**src/rtl/turn_arbiter_if.sv**
```systemverilog
// Player-side move requests and the point-drive/status bundle of turn_arbiter.
// master = player/stimulus side, slave = the arbiter.
interface turn_arbiter_if;
    logic       start;
    logic [1:0] req;
    logic [2:0] xMove0;
    logic [2:0] yMove0;
    logic [2:0] xMove1;
    logic [2:0] yMove1;
    logic       pt_rst;
    logic [1:0] pt_en;
    logic [1:0] pt_update;
    logic [2:0] xMove;
    logic [2:0] yMove;
    logic [1:0] grant;
    logic       turn;
    logic [4:0] turn_cnt;
    logic       collide;
    logic [2:0] x0;
    logic [2:0] y0;
    logic [2:0] x1;
    logic [2:0] y1;
    logic       done;

    modport master (
        output start, req, xMove0, yMove0, xMove1, yMove1,
        input  pt_rst, pt_en, pt_update, xMove, yMove, grant, turn, turn_cnt,
               collide, x0, y0, x1, y1, done
    );

    modport slave (
        input  start, req, xMove0, yMove0, xMove1, yMove1,
        output pt_rst, pt_en, pt_update, xMove, yMove, grant, turn, turn_cnt,
               collide, x0, y0, x1, y1, done
    );
endinterface

```
**src/rtl/turn_arbiter.sv**
```systemverilog
// Two-player turn controller: clamps moves, rejects collisions, forfeits on idle, strobes the points.
// Latency: req sampled -> grant next cycle -> pt_update two cycles after grant; only req[turn] is ever accepted.
module turn_arbiter #(
    parameter int MAX_TURNS = 16,
    parameter int TIMEOUT   = 255
) (
    input  logic          update,
    input  logic          rst,
    turn_arbiter_if.slave bus
);
    typedef enum logic [2:0] {
        S_IDLE, S_INIT, S_WAIT, S_CALC, S_SETUP, S_PULSE, S_ADV, S_DONE
    } state_t;

    state_t          r_state;
    logic            r_pt_rst;
    logic [1:0]      r_pt_en;
    logic [1:0]      r_pt_update;
    logic [2:0]      r_xmove;
    logic [2:0]      r_ymove;
    logic [1:0]      r_grant;
    logic            r_turn;
    logic [4:0]      r_turn_cnt;
    logic            r_collide;
    logic            r_done;
    logic [7:0]      r_timer;
    logic [2:0]      r_dx_req;
    logic [2:0]      r_dy_req;
    logic [2:0]      r_tx;
    logic [2:0]      r_ty;
    logic [1:0][2:0] r_x;
    logic [1:0][2:0] r_y;

    logic [2:0] w_px, w_py, w_ox, w_oy, w_tx, w_ty;
    logic       w_col;

    // Target clamped to 1..5; positive sums use a 4-bit add so 5+3 cannot wrap.
    function automatic logic [2:0] clamp_target(input logic [2:0] p, input logic [2:0] d);
        logic [3:0] sum;
        logic [2:0] m;
        sum = {1'b0, p} + {1'b0, d};
        m   = ~d + 3'd1;
        if (!d[2])
            clamp_target = (sum > 4'd5) ? 3'd5 : sum[2:0];
        else
            clamp_target = (p <= m) ? 3'd1 : p - m;
    endfunction

    assign w_px  = r_x[r_turn];
    assign w_py  = r_y[r_turn];
    assign w_ox  = r_x[~r_turn];
    assign w_oy  = r_y[~r_turn];
    assign w_tx  = clamp_target(w_px, r_dx_req);
    assign w_ty  = clamp_target(w_py, r_dy_req);
    assign w_col = (w_tx == w_ox) && (w_ty == w_oy);

    always_ff @(posedge update) begin
        if (!rst) begin
            r_state     <= S_IDLE;
            r_pt_rst    <= 1'b1;
            r_pt_en     <= '0;
            r_pt_update <= '0;
            r_xmove     <= '0;
            r_ymove     <= '0;
            r_grant     <= '0;
            r_turn      <= 1'b0;
            r_turn_cnt  <= '0;
            r_collide   <= 1'b0;
            r_done      <= 1'b0;
            r_timer     <= '0;
            r_dx_req    <= '0;
            r_dy_req    <= '0;
            r_tx        <= '0;
            r_ty        <= '0;
            r_x         <= {3'd4, 3'd2};
            r_y         <= {3'd2, 3'd4};
        end else begin
            r_grant     <= '0;
            r_pt_update <= '0;
            case (r_state)
                S_IDLE, S_DONE: begin
                    // Reload on entry so the INIT cycle already shows the start positions.
                    if (bus.start) begin
                        r_state    <= S_INIT;
                        r_pt_rst   <= 1'b1;
                        r_done     <= 1'b0;
                        r_turn     <= 1'b0;
                        r_turn_cnt <= '0;
                        r_collide  <= 1'b0;
                        r_timer    <= '0;
                        r_x        <= {3'd4, 3'd2};
                        r_y        <= {3'd2, 3'd4};
                    end
                end
                S_INIT: begin
                    r_pt_rst <= 1'b0;
                    r_state  <= S_WAIT;
                end
                S_WAIT: begin
                    if (bus.req[r_turn]) begin
                        r_grant  <= 2'b01 << r_turn;
                        r_dx_req <= r_turn ? bus.xMove1 : bus.xMove0;
                        r_dy_req <= r_turn ? bus.yMove1 : bus.yMove0;
                        r_state  <= S_CALC;
                    end else if (r_timer == 8'(TIMEOUT - 1)) begin
                        r_collide <= 1'b0;
                        r_state   <= S_ADV;
                    end else begin
                        r_timer <= r_timer + 8'd1;
                    end
                end
                S_CALC: begin
                    if (w_col) begin
                        r_collide <= 1'b1;
                        r_state   <= S_ADV;
                    end else begin
                        r_collide <= 1'b0;
                        r_tx      <= w_tx;
                        r_ty      <= w_ty;
                        r_xmove   <= w_tx - w_px;
                        r_ymove   <= w_ty - w_py;
                        r_pt_en   <= 2'b01 << r_turn;
                        r_state   <= S_SETUP;
                    end
                end
                S_SETUP: begin
                    r_pt_update    <= r_pt_en;
                    r_x[r_turn]    <= r_tx;
                    r_y[r_turn]    <= r_ty;
                    r_state        <= S_PULSE;
                end
                S_PULSE: begin
                    r_pt_en <= '0;
                    r_xmove <= '0;
                    r_ymove <= '0;
                    r_state <= S_ADV;
                end
                S_ADV: begin
                    r_turn     <= ~r_turn;
                    r_turn_cnt <= r_turn_cnt + 5'd1;
                    r_timer    <= '0;
                    if (r_turn_cnt + 5'd1 == 5'(MAX_TURNS)) begin
                        r_done  <= 1'b1;
                        r_state <= S_DONE;
                    end else begin
                        r_state <= S_WAIT;
                    end
                end
                default: r_state <= S_IDLE;
            endcase
        end
    end

    assign bus.pt_rst    = r_pt_rst;
    assign bus.pt_en     = r_pt_en;
    assign bus.pt_update = r_pt_update;
    assign bus.xMove     = r_xmove;
    assign bus.yMove     = r_ymove;
    assign bus.grant     = r_grant;
    assign bus.turn      = r_turn;
    assign bus.turn_cnt  = r_turn_cnt;
    assign bus.collide   = r_collide;
    assign bus.x0        = r_x[0];
    assign bus.y0        = r_y[0];
    assign bus.x1        = r_x[1];
    assign bus.y1        = r_y[1];
    assign bus.done      = r_done;
endmodule

```
**src/flat_wrapper.sv**
```systemverilog
// flat-port wrapper written by rule: the top's interface ports become plain ports
module turn_arbiter_flat 
#(
    parameter int MAX_TURNS = 16,
    parameter int TIMEOUT   = 255
)
  (update, rst, bus_start, bus_req, bus_xMove0, bus_yMove0, bus_xMove1, bus_yMove1, bus_pt_rst, bus_pt_en, bus_pt_update, bus_xMove, bus_yMove, bus_grant, bus_turn, bus_turn_cnt, bus_collide, bus_x0, bus_y0, bus_x1, bus_y1, bus_done);
  turn_arbiter_if bus_i ();
  input  logic update;
  input  logic rst;
  input wire logic [$bits(bus_i.start)-1:0] bus_start;
  input wire logic [$bits(bus_i.req)-1:0] bus_req;
  input wire logic [$bits(bus_i.xMove0)-1:0] bus_xMove0;
  input wire logic [$bits(bus_i.yMove0)-1:0] bus_yMove0;
  input wire logic [$bits(bus_i.xMove1)-1:0] bus_xMove1;
  input wire logic [$bits(bus_i.yMove1)-1:0] bus_yMove1;
  output wire logic [$bits(bus_i.pt_rst)-1:0] bus_pt_rst;
  output wire logic [$bits(bus_i.pt_en)-1:0] bus_pt_en;
  output wire logic [$bits(bus_i.pt_update)-1:0] bus_pt_update;
  output wire logic [$bits(bus_i.xMove)-1:0] bus_xMove;
  output wire logic [$bits(bus_i.yMove)-1:0] bus_yMove;
  output wire logic [$bits(bus_i.grant)-1:0] bus_grant;
  output wire logic [$bits(bus_i.turn)-1:0] bus_turn;
  output wire logic [$bits(bus_i.turn_cnt)-1:0] bus_turn_cnt;
  output wire logic [$bits(bus_i.collide)-1:0] bus_collide;
  output wire logic [$bits(bus_i.x0)-1:0] bus_x0;
  output wire logic [$bits(bus_i.y0)-1:0] bus_y0;
  output wire logic [$bits(bus_i.x1)-1:0] bus_x1;
  output wire logic [$bits(bus_i.y1)-1:0] bus_y1;
  output wire logic [$bits(bus_i.done)-1:0] bus_done;
  assign bus_i.start = bus_start;
  assign bus_i.req = bus_req;
  assign bus_i.xMove0 = bus_xMove0;
  assign bus_i.yMove0 = bus_yMove0;
  assign bus_i.xMove1 = bus_xMove1;
  assign bus_i.yMove1 = bus_yMove1;
  assign bus_pt_rst = bus_i.pt_rst;
  assign bus_pt_en = bus_i.pt_en;
  assign bus_pt_update = bus_i.pt_update;
  assign bus_xMove = bus_i.xMove;
  assign bus_yMove = bus_i.yMove;
  assign bus_grant = bus_i.grant;
  assign bus_turn = bus_i.turn;
  assign bus_turn_cnt = bus_i.turn_cnt;
  assign bus_collide = bus_i.collide;
  assign bus_x0 = bus_i.x0;
  assign bus_y0 = bus_i.y0;
  assign bus_x1 = bus_i.x1;
  assign bus_y1 = bus_i.y1;
  assign bus_done = bus_i.done;
  turn_arbiter #(.MAX_TURNS(MAX_TURNS), .TIMEOUT(TIMEOUT)) u_core (.update(update), .rst(rst), .bus(bus_i));
endmodule
```
**config.mk**
```make
export PLATFORM = sky130hd
export DESIGN_NAME = turn_arbiter_flat
export DESIGN_NICKNAME = d
export VERILOG_FILES = /design/src/rtl/turn_arbiter_if.sv /design/src/rtl/turn_arbiter.sv /design/src/flat_wrapper.sv
export SDC_FILE = /design/constraint.sdc
export NUM_CORES = 1
export LEC_CHECK = 0
export CORE_ASPECT_RATIO = 0.8
export CORE_MARGIN = 2
export CORE_UTILIZATION = 60
export CTS_BUF_LIST = sky130_fd_sc_hd__clkbuf_8 sky130_fd_sc_hd__clkbuf_16
export CTS_CLUSTER_SIZE = 16
export DETAILED_ROUTE_END_ITERATION = 10
export PLACE_DENSITY = 0.94
export SLEW_MARGIN = 20
export SYNTH_ARGS = -nofsm -noshare
export SYNTH_HDL_FRONTEND = slang
export SYNTH_SLANG_ARGS = --single-unit
```
**constraint.sdc**
```tcl
create_clock -name update -period 6.23 [get_ports update]
set_input_delay 0.623 -clock update [delete_from_list [all_inputs] [get_ports update]]
set_output_delay 0.623 -clock update [all_outputs]
set_load 0.05 [all_outputs]
```
==> results by group <==
Run status
  • Status: finished, final reports clean

STA
  • Final Setup Violations: 0
  • Final Hold Vio Count: 0
  • Max-slew violations: 0
  • Slew headroom: 24.8%
  • RSZ-0062 raised after global routing: false
  • Final WS setup: 1.92 ns
  • Max frequency: 0.232 GHz
  • Worst Tran Pin Value: 1.13 ns
  • Final setup TNS: 0 ns
  • Tmin final: 4.31 ns
  • Worst Clk Skew: 0.00836 ns
  • Fin crit share: 69.2%

Global routing
  • Total Routing Usage GR: 29.2%
  • Largest net degree at the start of global routing: 34
  • Antenna violations before repair: 0
  • Global-route wire length before repair: 15.5 mm
  • GRT overflow: 0
  • Vias in the first global route: 3191

Clock tree
  • H-tree level count: 2
  • CTS Buffer Depth: 2
  • CTS tree: done
  • CTS clk-pin slew, worst paths: 0.10 ns
  • TritonCTS Buffers: 5
  • CTS resizes: 0
  • Hold_buf cts: 0
  • Setup Buffers After CTS: 0
  • Clk sinks: 56
  • Clk Latency, worst-skew pair: 0.31 ns
  • Clk root buf: clkbuf_8

Setup path
  • Crit end category: flip-flop
  • CP peak stage delay: 0.65 ns
  • Critical path required time: 6.44 ns
  • CP Launch Type: flip-flop
  • CP arrival: 4.52 ns
  • Reg2reg setup slack: 1.92 ns
  • Critical Path Most Common Cell: fa_1
  • Crit Path Category: flip-flop to flip-flop
  • CP Cell Sequence: buf_4 -> mux2_2 -> fa_1 -> xor2_2 -> a2111oi_2 -> a32o_1 -> inv_1 -> fa_1 -> xor3_1 -> a211oi_1 -> a311o_1
  • Crit Path Max Fanout: 17
  • Critical path's slowest cell: dfxtp_1

Finish
  • Inserted Diodes: 0
  • Area Growth Syn to Fin: 17.1%
  • Non-filler cells, final: 534
  • Post-layout nets: 497
  • Layout cells sized above 1: 6.62%
  • Post-Route Utilization: 71.9%

Floorplan
  • Core area: 0.00585 mm2
  • I/O pin cnt: 50
  • Die Span X: 90.5 um
  • Die Span Y: 73.2 um
  • Row count: 25
  • DIE AREA: 0.00663 mm2
  • Initial Utilization: 61.4%

Drt
  • DRC violations left: 0
  • WL/cell: 17.8 um
  • Avg Vias per Cell: 6.43
  • 1st-iter DRT viols: 328
  • Drt pass-1 iters: 5
  • Vias: 3435
  • Routed Antenna Nets: 0
  • Routed WL: 9.53 mm

Flow run
  • Max cap viols: 0

Logic synthesis
  • Adder and majority gate portion of the synthesized area: 11.0%
  • Syn_area_per_cell: 8.64 um2
  • Post-synth net total: 461
  • Compound-cell area share of the yosys netlist: 20.2%
  • Synth async-reset ratio: 0%
  • Simple-gate share of the synthesized area: 21.3%
  • Mapped Cells: 416
  • Post-synth cell types: 65
  • Largest family of logic cells by synthesized area: simple AND/OR/NAND/NOR gates
  • Mapped Area: 0.00359 mm2
  • Post-synth EDFFs: 0
  • Yosys reg bits: 56
  • Syn. warnings: 0
  • Post-synthesis mux area share: 5.71%
  • Sequential element share of the synthesized area: 31.2%
  • XOR/XNOR Fraction of Synth Area: 5.40%
  • Commonest register cell after synthesis: dfxtp_1

Place
  • DP Worst Slack: 1.80 ns
  • Placed cells: 525
  • DP HPWL: 6.70 mm
  • Port bufs: 49
  • Final GP Congestion: 0.927

Power
  • Power Dens Cells: 180 mW/mm2
  • P_leak: 1.55 nW
  • Max VDD drop: 0.139 mV
  • Tot Pwr: 0.759 mW

Worst hold path
  • Worst Hold Class: flip-flop to flip-flop
cells in the mapped netlist, drive strengths merged, types with 2 or more instances:
cell type  number  area share, %
ha             22            7.7
xnor2           3           0.73
nor3           16            2.2
nand2b          7            1.2
and2            3           0.52
o2111ai         2           0.49
and3           14            2.4
o311ai          4           0.97
xor2           13            3.4
buf             7            1.3
clkbuf         16            1.7
mux2            4            1.3
a21boi          3           0.63
nand3b          3           0.63
or2             2           0.35
inv            21            2.2
dfxtp          56             31
mux2i          16            4.5
fa              6            3.3
a2111oi         4            1.8
a32oi           9            2.2
nor2           43            4.6
or3             2           0.49
a211oi         18            4.2
a21o            3           0.63
a32o            4            1.2
o21ai          16            2.3
a21oi          23            3.3
nand3          25            3.6
nand2          24            2.5
nand4           9            1.6
cell usage in the layout (no fill, tap or decap), drive strengths merged, types with 2 or more instances in the layout:
master,Yosys,layout
a2111oi,4,4
a211oi,18,18
a21boi,3,3
a21o,3,3
a21oi,23,23
a32o,4,4
a32oi,9,9
and2,3,3
and3,14,14
buf,7,3
clkbuf,16,5
clkdlybuf4s50,0,49
dfxtp,56,56
fa,6,6
ha,22,22
inv,21,22
mux2,4,4
mux2i,16,16
nand2,24,24
nand2b,7,7
nand3,25,25
nand3b,3,3
nand4,9,9
nor2,43,43
nor3,16,16
o2111ai,2,2
o21ai,16,16
o311ai,4,4
or2,2,2
or3,2,2
xnor2,3,3
xor2,13,13
area by class of cell:
type / count / area (um2)
Timing Repair Buffer: 52 / 513
Sequential cell: 56 / 1120
Clock inverter: 3 / 38.8
Tap cell: 81 / 101
Inverter: 21 / 78.8
Clock buffer: 5 / 68.8
Fill cell: 435 / 1640
Multi-Input combinational cell: 316 / 2290
state kept, by name, indices dropped and copies added (netlist names), 2 cells and up:
name / count
u_core.r_tx: 3
u_core.bus.yMove: 3
u_core.bus.pt_update: 2
u_core.bus.y1: 3
u_core.bus.turn_cnt: 5
u_core.r_dx_req: 3
u_core.bus.y0: 3
u_core.r_state: 3
u_core.bus.x0: 3
u_core.bus.xMove: 3
u_core.bus.pt_en: 2
u_core.r_ty: 3
u_core.r_dy_req: 3
u_core.bus.grant: 2
u_core.r_timer: 8
u_core.bus.x1: 3
critical path, delay by kind of cell, from the launching register on:
family	cells	cell delay (ns)
AO/OA/AOI/OAI	4	1.19
XOR/XNOR	2	0.57
adder cells (fa/ha/maj)	2	0.87
buffers and inverters	2	0.47
flip-flops	1	0.65
multiplexers	1	0.46
cell families after synthesis:
| logic type | Yosys count |
|---|---|
| fa+ha+maj | 28 |
| mux | 20 |
| xor+xnor | 18 |
| buf+inv | 44 |
| simple gates | 153 |
| flops | 56 |
| compound gates | 97 |
stage by stage:
stage / hold WS (ns) / area (um2)
after floorplan: 0.445 / 3590
after global placement: 0.459 / 4090
after detailed placement: 0.462 / 4090
after CTS: 0.471 / 4200
after global routing: 0.503 / 4210
final: 0.472 / 4210
final timing paths:
| path | start | endpoint | cells after the start |
|---|---|---|---|
| setup / recovery | u_core.bus.turn$_SDFFE_PN0P_ | u_core.bus.xMove[2]$_SDFFE_PN0P_ | 11 |
| hold / removal | u_core.r_ty[1]$_SDFFE_PN0P_ | u_core.bus.y0[1]$_SDFFE_PN0P_ | 2 |
| setup reg to reg | u_core.bus.turn$_SDFFE_PN0P_ | u_core.bus.xMove[2]$_SDFFE_PN0P_ | 11 |
| hold reg to reg | u_core.r_ty[1]$_SDFFE_PN0P_ | u_core.bus.y0[1]$_SDFFE_PN0P_ | 2 |
where the power goes:
part	total (mW)	internal [mW]	switching (mW)	leakage, nW
Sequential	0.379	0.366	0.0133	0.452
Combinational	0.144	0.0559	0.0883	1.03
Clock	0.236	0.118	0.118	0.0593
Total	0.759	0.539	0.220	1.55
layer usage:
layer / up-vias / wire length (um) / track usage (%)
met1: 1609 / 3970 / 39.4
met4: 0 / 260 / 10.3
li1: 1586 / - / -
met5: - / 0 / 0
met3: 33 / 992 / 6.40
met2: 207 / 4300 / 46.8
No activity file was read; power rests on OpenSTA's default activity.
